===== src/rtl/logicunit_seq_pkg.sv =====
// Shared definitions for the multi-cycle logic unit: op encodings and FSM states.
package logicunit_seq_pkg;

   localparam logic [1:0] LU_AND = 2'b00;
   localparam logic [1:0] LU_OR  = 2'b01;
   localparam logic [1:0] LU_NOR = 2'b10;
   localparam logic [1:0] LU_XOR = 2'b11;

   typedef enum logic [1:0] {
      IDLE = 2'd0,
      BUSY = 2'd1,
      DONE = 2'd2
   } state_t;

endpackage


===== src/rtl/logicunit_seq_logic_slice.sv =====
// Combinational SLICE-bit bitwise op unit; one instance is reused across the word.
module logic_slice
   import logicunit_seq_pkg::*;
#(
   parameter int SLICE = 8
) (
   output logic [SLICE-1:0] out,
   input  logic [SLICE-1:0] A,
   input  logic [SLICE-1:0] B,
   input  logic [1:0]       control
);

   always_comb begin
      out = '0;
      case (control)
         LU_AND:  out = A & B;
         LU_OR:   out = A | B;
         LU_NOR:  out = ~(A | B);
         LU_XOR:  out = A ^ B;
         default: out = '0;
      endcase
   end

endmodule


===== src/rtl/logicunit_seq.sv =====
// Multi-cycle bitwise logic unit: walks WIDTH-bit operands SLICE bits per cycle
// through one logic_slice, with start/busy/done handshake and a zero flag.
//
// state | meaning
// IDLE  | waiting for start
// BUSY  | computing slice idx, one per cycle
// DONE  | result valid for one cycle; start here begins the next op
module logicunit_seq
   import logicunit_seq_pkg::*;
#(
   parameter int WIDTH = 32,
   parameter int SLICE = 8
) (
   input  logic             clock,
   input  logic             reset,
   input  logic             start,
   input  logic [WIDTH-1:0] A,
   input  logic [WIDTH-1:0] B,
   input  logic [1:0]       control,
   output logic             busy,
   output logic             done,
   output logic [WIDTH-1:0] out,
   output logic             zero
);

   localparam int NSLICE = WIDTH / SLICE;
   localparam int IW     = (NSLICE > 1) ? $clog2(NSLICE) : 1;
   localparam int BW     = (WIDTH > 1) ? $clog2(WIDTH) : 1;
   localparam logic [IW-1:0] LAST = IW'(NSLICE - 1);

   state_t           state;
   logic [IW-1:0]    idx;
   logic [WIDTH-1:0] a_reg;
   logic [WIDTH-1:0] b_reg;
   logic [1:0]       ctl_reg;
   logic [WIDTH-1:0] result;
   logic [WIDTH-1:0] result_next;
   logic [BW-1:0]    base;
   logic [SLICE-1:0] slice_a;
   logic [SLICE-1:0] slice_b;
   logic [SLICE-1:0] slice_out;

   always_comb begin
      base        = BW'(idx) * BW'(SLICE);
      slice_a     = a_reg[base +: SLICE];
      slice_b     = b_reg[base +: SLICE];
      result_next = result;
      result_next[base +: SLICE] = slice_out;
   end

   logic_slice #(.SLICE(SLICE)) u_slice (
      .out     (slice_out),
      .A       (slice_a),
      .B       (slice_b),
      .control (ctl_reg)
   );

   always_ff @(posedge clock or posedge reset) begin
      if (reset) begin
         state   <= IDLE;
         idx     <= '0;
         a_reg   <= '0;
         b_reg   <= '0;
         ctl_reg <= '0;
         result  <= '0;
         out     <= '0;
         zero    <= 1'b0;
         busy    <= 1'b0;
         done    <= 1'b0;
      end else begin
         case (state)
            IDLE, DONE: begin
               done <= 1'b0;
               if (start) begin
                  a_reg   <= A;
                  b_reg   <= B;
                  ctl_reg <= control;
                  result  <= '0;
                  idx     <= '0;
                  busy    <= 1'b1;
                  state   <= BUSY;
               end else begin
                  state <= IDLE;
               end
            end
            BUSY: begin
               result <= result_next;
               if (idx == LAST) begin
                  // out/zero only move here so the previous result stays visible while busy
                  out   <= result_next;
                  zero  <= (result_next == '0);
                  busy  <= 1'b0;
                  done  <= 1'b1;
                  state <= DONE;
               end else begin
                  idx <= idx + IW'(1);
               end
            end
            default: state <= IDLE;
         endcase
      end
   end

endmodule


===== config.mk =====
export PLATFORM = sky130hd
export DESIGN_NAME = logicunit_seq
export DESIGN_NICKNAME = d
export VERILOG_FILES = /design/src/rtl/logicunit_seq_pkg.sv /design/src/rtl/logicunit_seq_logic_slice.sv /design/src/rtl/logicunit_seq.sv
export SDC_FILE = /design/constraint.sdc
export NUM_CORES = 1
export LEC_CHECK = 0
export CORE_MARGIN = 10
export CORE_UTILIZATION = 54
export DETAILED_ROUTE_END_ITERATION = 16
export PLACE_DENSITY = 0.8
export SETUP_SLACK_MARGIN = 0.3
export SYNTH_ARGS = -nofsm -noshare
export SYNTH_HDL_FRONTEND = slang
export SYNTH_HIERARCHICAL = 1
export SYNTH_SLANG_ARGS = --single-unit

===== constraint.sdc =====
create_clock -name clock -period 5.4 [get_ports clock]
set_input_delay 1.35 -clock clock [delete_from_list [all_inputs] [get_ports clock]]
set_output_delay 1.35 -clock clock [all_outputs]
set_load 0.005 [all_outputs]

# Word level (Yosys, flattened, before mapping)
# Index checks and enable logic that the tools add are counted.
dict set report word_totals {
  regBits 137
  input_bits 69
  output_inout_bits 35
  word_cells 55
}
dict set report classes {
  n_addsub 2
  n_eq_ne 9
  n_shift 4
  n_mux 15
  n_bitwise 4
  reduce_logical 11
}
# cell count
set op_table {}
lappend op_table {{32-bit one-hot mux with 2 select lines} 1}
lappend op_table {{32-bit by 6-bit indexed part select with 8-bit output} 2}
lappend op_table {{32-bit bitwise mux} 1}
lappend op_table {{32-bit logical NOT} 1}
lappend op_table {{32-bit 2-to-1 mux} 1}
lappend op_table {{8-bit one-hot mux with 4 select lines} 1}
lappend op_table {{8-bit by 7-bit variable shift with 32-bit output, first input constant} 1}
lappend op_table {{8-bit by 7-bit indexed part select with 32-bit output} 1}
lappend op_table {{8-bit AND} 1}
lappend op_table {{2-bit == test, second input constant} 4}
lappend op_table {{8-bit inverter} 1}
lappend op_table {{8-bit bitwise OR} 1}
lappend op_table {{2-bit one-hot mux with 2 select lines} 2}
lappend op_table {{2-bit AND reduction} 4}
lappend op_table {{8-bit XOR} 1}
lappend op_table {{5-bit negation with 7-bit output} 1}
lappend op_table {{2-bit 2-to-1 mux} 3}
lappend op_table {{2-bit inequality test, second input constant} 3}
lappend op_table {{3-bit AND reduction} 2}
lappend op_table {{2-bit by 1-bit == test with 1-bit output, second input constant} 2}
lappend op_table {{2-bit logical NOT} 2}
lappend op_table {{1-bit 2-to-1 mux} 4}
lappend op_table {{1-bit one-hot mux with 2 select lines} 2}
lappend op_table {{2-bit by 1-bit adder with 2-bit output, second input constant} 1}
lappend op_table {{other kinds (2)} 2}

# Longest topological paths before layout
dict set report logic_depth {
  depth_word 7
  depth_mapped 14
  ltp_nobuf 11
}

# By module
# Netlist, hierarchy kept.
# module n_inst cells_per_inst area_each_um2 seq_area_each_um2
set by_module_without_submodules {}
lappend by_module_without_submodules {logicunit_seq 1 626 6128.4 3428.3}
lappend by_module_without_submodules {logic_slice 1 76 574.3 0.0}

# Worst setup path before layout
# No wires, ideal clock.
dict set report synth_timing {
  path_type {register to register}
  start {reg idx[0]}
  end {reg zero}
  setup_ns 0.076
  t_arrival_ns 2.884
  t_required_ns 5.324
  slack_ns 2.440
  stages_incl_launch_ff 14
  n_path_buf 3
  period_less_slack_ns 2.960
  path_cell_list {dfrtp_1 buf_4 buf_4 mux4_2 ha_1 and2b_2 a211oi_1 a21oi_1 buf_4 nor3_1 nand2_1 o41ai_1 nand4_1 o21ai_1}
}
dict set report synth_via {
  elab_chain_len 7
  word_cells_on_any_way 14
  classes_between {add/sub: 1; eq/ne: 1; shift: 4; mux: 2; bitwise: 4; reduce/logical: 2}
}
# item line_no
set synth_rtl {}
lappend synth_rtl {{from (decl)} logicunit_seq.sv:32} ;# logic [IW-1:0] idx;
lappend synth_rtl {{from (signal assigned)} logicunit_seq.sv:96} ;# idx <= idx + IW'(1);
lappend synth_rtl {{32-bit by 6-bit indexed part select with 8-bit output (*)} logicunit_seq.sv:45} ;# slice_a = a_reg[base +: SLICE];
lappend synth_rtl {{via slice_a[4]} logicunit_seq.sv:39} ;# logic [SLICE-1:0] slice_a;
lappend synth_rtl {{8-bit bitwise OR} {logicunit_seq_logic_slice.sv:17, logicunit_seq_logic_slice.sv:18}}
lappend synth_rtl {{8-bit inverter} logicunit_seq_logic_slice.sv:18} ;# LU_NOR: out = ~(A | B);
lappend synth_rtl {{8-bit one-hot mux with 4 select lines (*)} logicunit_seq_logic_slice.sv:15} ;# case (control)
lappend synth_rtl {{via slice_out[4]} logicunit_seq.sv:41} ;# logic [SLICE-1:0] slice_out;
lappend synth_rtl {{8-bit by 7-bit indexed part select with 32-bit output (*)} logicunit_seq.sv:48} ;# result_next[base +: SLICE] = slice_out;
lappend synth_rtl {{32-bit bitwise mux (*)} logicunit_seq.sv:48}
lappend synth_rtl {{32-bit logical NOT (*)} logicunit_seq.sv:91} ;# zero <= (result_next == '0);
lappend synth_rtl {{to (signal assigned)} logicunit_seq.sv:91}
lappend synth_rtl {{to (decl)} logicunit_seq.sv:23} ;# output logic zero
# Mark *: on every way through the listed nets, which the timed path passes. The rest lies on a longest branch.
# A chain may end at the register's enable or synchronous reset.

# Final worst setup path
dict set report layout_timing {
  start {reg idx[0]}
  end {reg zero}
}
dict set report layout_via {
  elab_chain_len 7
  word_cells_on_any_way 14
  classes_between {add/sub: 1; eq/ne: 1; shift: 4; mux: 2; bitwise: 4; reduce/logical: 2}
}
# item line_no
set layout_rtl {}
lappend layout_rtl {{32-bit by 6-bit indexed part select with 8-bit output (*)} logicunit_seq.sv:46} ;# slice_b = b_reg[base +: SLICE];
lappend layout_rtl {{via slice_b[2]} logicunit_seq.sv:40} ;# logic [SLICE-1:0] slice_b;
lappend layout_rtl {{8-bit bitwise OR} {logicunit_seq_logic_slice.sv:17, logicunit_seq_logic_slice.sv:18}}
lappend layout_rtl {{8-bit inverter} logicunit_seq_logic_slice.sv:18}
lappend layout_rtl {{8-bit one-hot mux with 4 select lines (*)} logicunit_seq_logic_slice.sv:15}
lappend layout_rtl {{via slice_out[2]} logicunit_seq.sv:41}
lappend layout_rtl {{8-bit by 7-bit indexed part select with 32-bit output (*)} logicunit_seq.sv:48}
lappend layout_rtl {{32-bit bitwise mux (*)} logicunit_seq.sv:48}
lappend layout_rtl {{32-bit logical NOT (*)} logicunit_seq.sv:91}
# Marked as above.

==> run_results.csv <==
group,metric,value,unit
setup_path,crit_arrival,3.93,ns
sta,fin_ws,1.82,ns
clock_network,cts_max_level,4,
synthesis,yosysWarnings,6,
pwr,power_switching,2.00,mW
clock_network,cts_made_buffers,17,
cells_and_area,n_antenna_cell,0,
clock_network,cts-root-buf,"clkbuf_16",
sta,period_share,66.2,%
floorplan,dieArea,17300,sq um
pwr,clock_power_share,23.4,%
cells_and_area,syn_to_final_growth,23.7,%
placement,place_ws,1.83,ns
clock_network,post_cts_resized,0,
setup_path,critical_path_required,5.75,ns
synthesis,synth-seq-cells,137,
clock_network,post_cts_buffers,0,
floorplan,die_y,131,microns
drt,drt_wl_total,16000,microns
setup_path,critPathKind,"flip-flop to flip-flop",
synthesis,synthArstFlopShare,100,%
pwr,p_seq_share,34.4,%
clock_network,clk_latency,0.42,ns
placement,postPlaceCellArea,7690,sq um
drt,drt_iter0_drc,449,
sta,hold_viol,0,
pwr,comb_power_share,42.2,%
synthesis,synth_fp_nets,793,
pwr,cellPowerDensity,611,nW/um^2
grt,grt_pass1_wl,27200,microns
floorplan,core-area,12100,sq um
synthesis,synthCells,702,
grt,grt_start_max_net_pins,81,
status,outcome,"finished, final reports clean",
sta,max_freq,280,MHz
sta,tightest_slew,1.18,ns
floorplan,initial_utilization,55.6,%
synthesis,synth_top_area_share,51.1,%
floorplan,num_rows,40,
drt,post_drt_wl_per_cell,16.7,microns
cells_and_area,register_area,3430,sq um
sta,rsz0062_at_grt,"no",
synthesis,syn_avg_cell_area,9.55,sq um
clock_network,cts_tree,"built",
pwr,power.internal,3.07,mW
drt,postRouteAntennaNets,0,
sta,maxSlewHeadroom,21.5,%
sta,tns,0,ns
sta,setup_viol,0,
grt,first_global_vias,5440,
clock_network,clk_pin_slew_worst_paths,0.06,ns
sta,finClkSkew,0.0110,ns
synthesis,synth_largest_area_cell,"dfrtp_1",
drt,vias,5218,
pwr,switching_share,39.4,%
clock_network,clock_path_buffers,2,
placement,portBuffers,103,
clock_network,hold_buffers,0,
floorplan,die_w,131,microns
setup_path,end_kind,"flip-flop",
placement,gp_congestion,0.874,
synthesis,synth_ff_type,"dfrtp_1",
synthesis,syn-cell-area,6700,sq um
pwr,ir_worst_vdd,252,uV
flow_run,drv_cap,0,
worst_hold_path,worst_hold_path_type,"flip-flop to flip-flop",
cells_and_area,multi_input_area,2880,sq um
cells_and_area,drive_above_1_share,8.35,%
grt,antenna_found_initial,0,
setup_path,crit_fanout,17,
synthesis,synth_cell_types,36,
cells_and_area,final_cell_area,8290,sq um
drt,viasPerCell,5.45,
setup_path,cp-start-kind,"flip-flop",
sta,drv_slew,0,
cells_and_area,nets,868,
pwr,finalPower,5.07,mW
placement,dpl.hpwl,11100,microns
setup_path,r2r_slack,1.82,ns
grt,globalRoute.totalOverflow,0,
drt,dr.pass1.iters,5,
sta,layout_min_cycle_time,3.58,ns
cells_and_area,fill_cells,904,
pwr,leakage,3.94,nW
synthesis,synth_edf_count,0,
synthesis,synthTopCellsByArea,"dfrtp_1 (51%), nand2_1 (13%), mux4_2 (5.4%), ha_1 (4.1%), a22o_1 (3.9%)",
floorplan,io_pins,104,
drt,drc,0,
clock_network,cts_num_sinks,137,
grt,grt_usage,18.9,%
synthesis,ys_seq_area_share,51.1,%
-- metal layers --
| metal | GRT usage (%) | vias to the layer above | routed length [microns] |
|---|---|---|---|
| met5 | 0 | - | 0 |
| met4 | 6.67 | 0 | 346 |
| met3 | 5.56 | 29 | 1090 |
| met2 | 31.4 | 219 | 7800 |
| met1 | 22.9 | 2491 | 6790 |
| li1 | - | 2479 | - |
-- cells in the mapped netlist (2+ instances only) --
cell type / instances
o21ai_0: 33
nand2b_1: 3
and4_1: 3
buf_6: 7
a21oi_1: 46
clkbuf_1: 24
buf_4: 5
dfrtp_1: 137
mux2i_1: 7
and2b_2: 3
a22o_1: 30
nor2_1: 5
and2_1: 2
inv_1: 28
nor3_1: 3
nand3_1: 4
nand4_1: 2
buf_2: 15
ha_1: 22
a211oi_1: 9
and2b_4: 3
nor4_1: 6
nor2b_1: 35
mux4_2: 16
nand2_1: 237
a21oi_2: 3
o21ai_1: 5
-- logic make-up after synthesis --
logic type	synth area share, %
buffers and inverters	6.07
muxes	6.42
adders and majority gates	4.11
AOI/OAI and AO/OA	11.9
and+or+nand+nor	20.3
DFF	51.1
-- worst paths after layout --
kind | end | start | cells past startpoint
max in group asynchronous | result[29] | reset | 3
min in group asynchronous | a_reg[14] | reset | 2
min | a_reg[29] | a_reg[29] | 2
min reg2reg | a_reg[29] | a_reg[29] | 2
max reg2reg | zero | idx[0] | 11
max | zero | idx[0] | 11
-- per-stage QoR --
stage	instances	hold slack [ns]	utilization [%]
floorplan	702	0.440	-
global placement	926	0.453	63.8
detailed placement	926	0.461	63.8
CTS	958	0.476	68.8
global route	958	0.493	68.8
finish	958	0.470	68.8
-- power groups by stage --
stage          clock network (mW)  registers, mW  logic, mW
2_1_floorplan                   0           1.61       1.59
3_3_place_gp                    0           1.73       2.02
3_5_place_dp                    0           1.76       2.11
4_1_cts                      1.19           1.74       2.14
5_1_grt                      1.25           1.80       2.37
6_report                     1.19           1.74       2.14
-- cells in the final DEF, fill, tap and decap left out, types with 2 or more instances in the layout --
cell type / instances
mux4_2: 16
a21oi_2: 3
mux2i_1: 7
a21oi_1: 46
buf_4: 5
clkinvlp_4: 5
and2_1: 2
nand2b_1: 2
nor3_1: 3
o21ai_1: 5
clkdlybuf4s50_1: 103
nand3_1: 4
a211oi_1: 9
bufinv_16: 3
nand2_1: 237
and2b_2: 3
clkbuf_16: 17
nand4_1: 2
o21ai_0: 33
ha_1: 22
nor4_1: 6
nor2b_1: 34
clkinv_2: 2
inv_1: 27
and2b_4: 3
nor2_1: 5
inv_6: 3
and4_1: 3
a22o_1: 30
dfrtp_1: 137
-- worst max-delay path, stage by stage (launching register included) --
cell,delay [ns]
dfrtp_1,0.95
buf_4,0.32
mux4_2,0.53
ha_1,0.21
nor2b_1,0.13
a211oi_1,0.26
a21oi_1,0.23
nor3_1,0.23
nand2_1,0.12
o41ai_1,0.25
nand4_1,0.13
o21ai_1,0.14
-- cell type report --
cell class / instances / share of cell area [%]
Tap cell: 168 / 2.53
Clock buffer: 18 / 5.17
Sequential cell: 137 / 41.3
Timing Repair Buffer: 108 / 12.9
Inverter: 28 / 1.30
Clock inverter: 14 / 2.08
Multi-Input combinational cell: 485 / 34.7
Note: power is estimated with default switching activity, not from simulation.
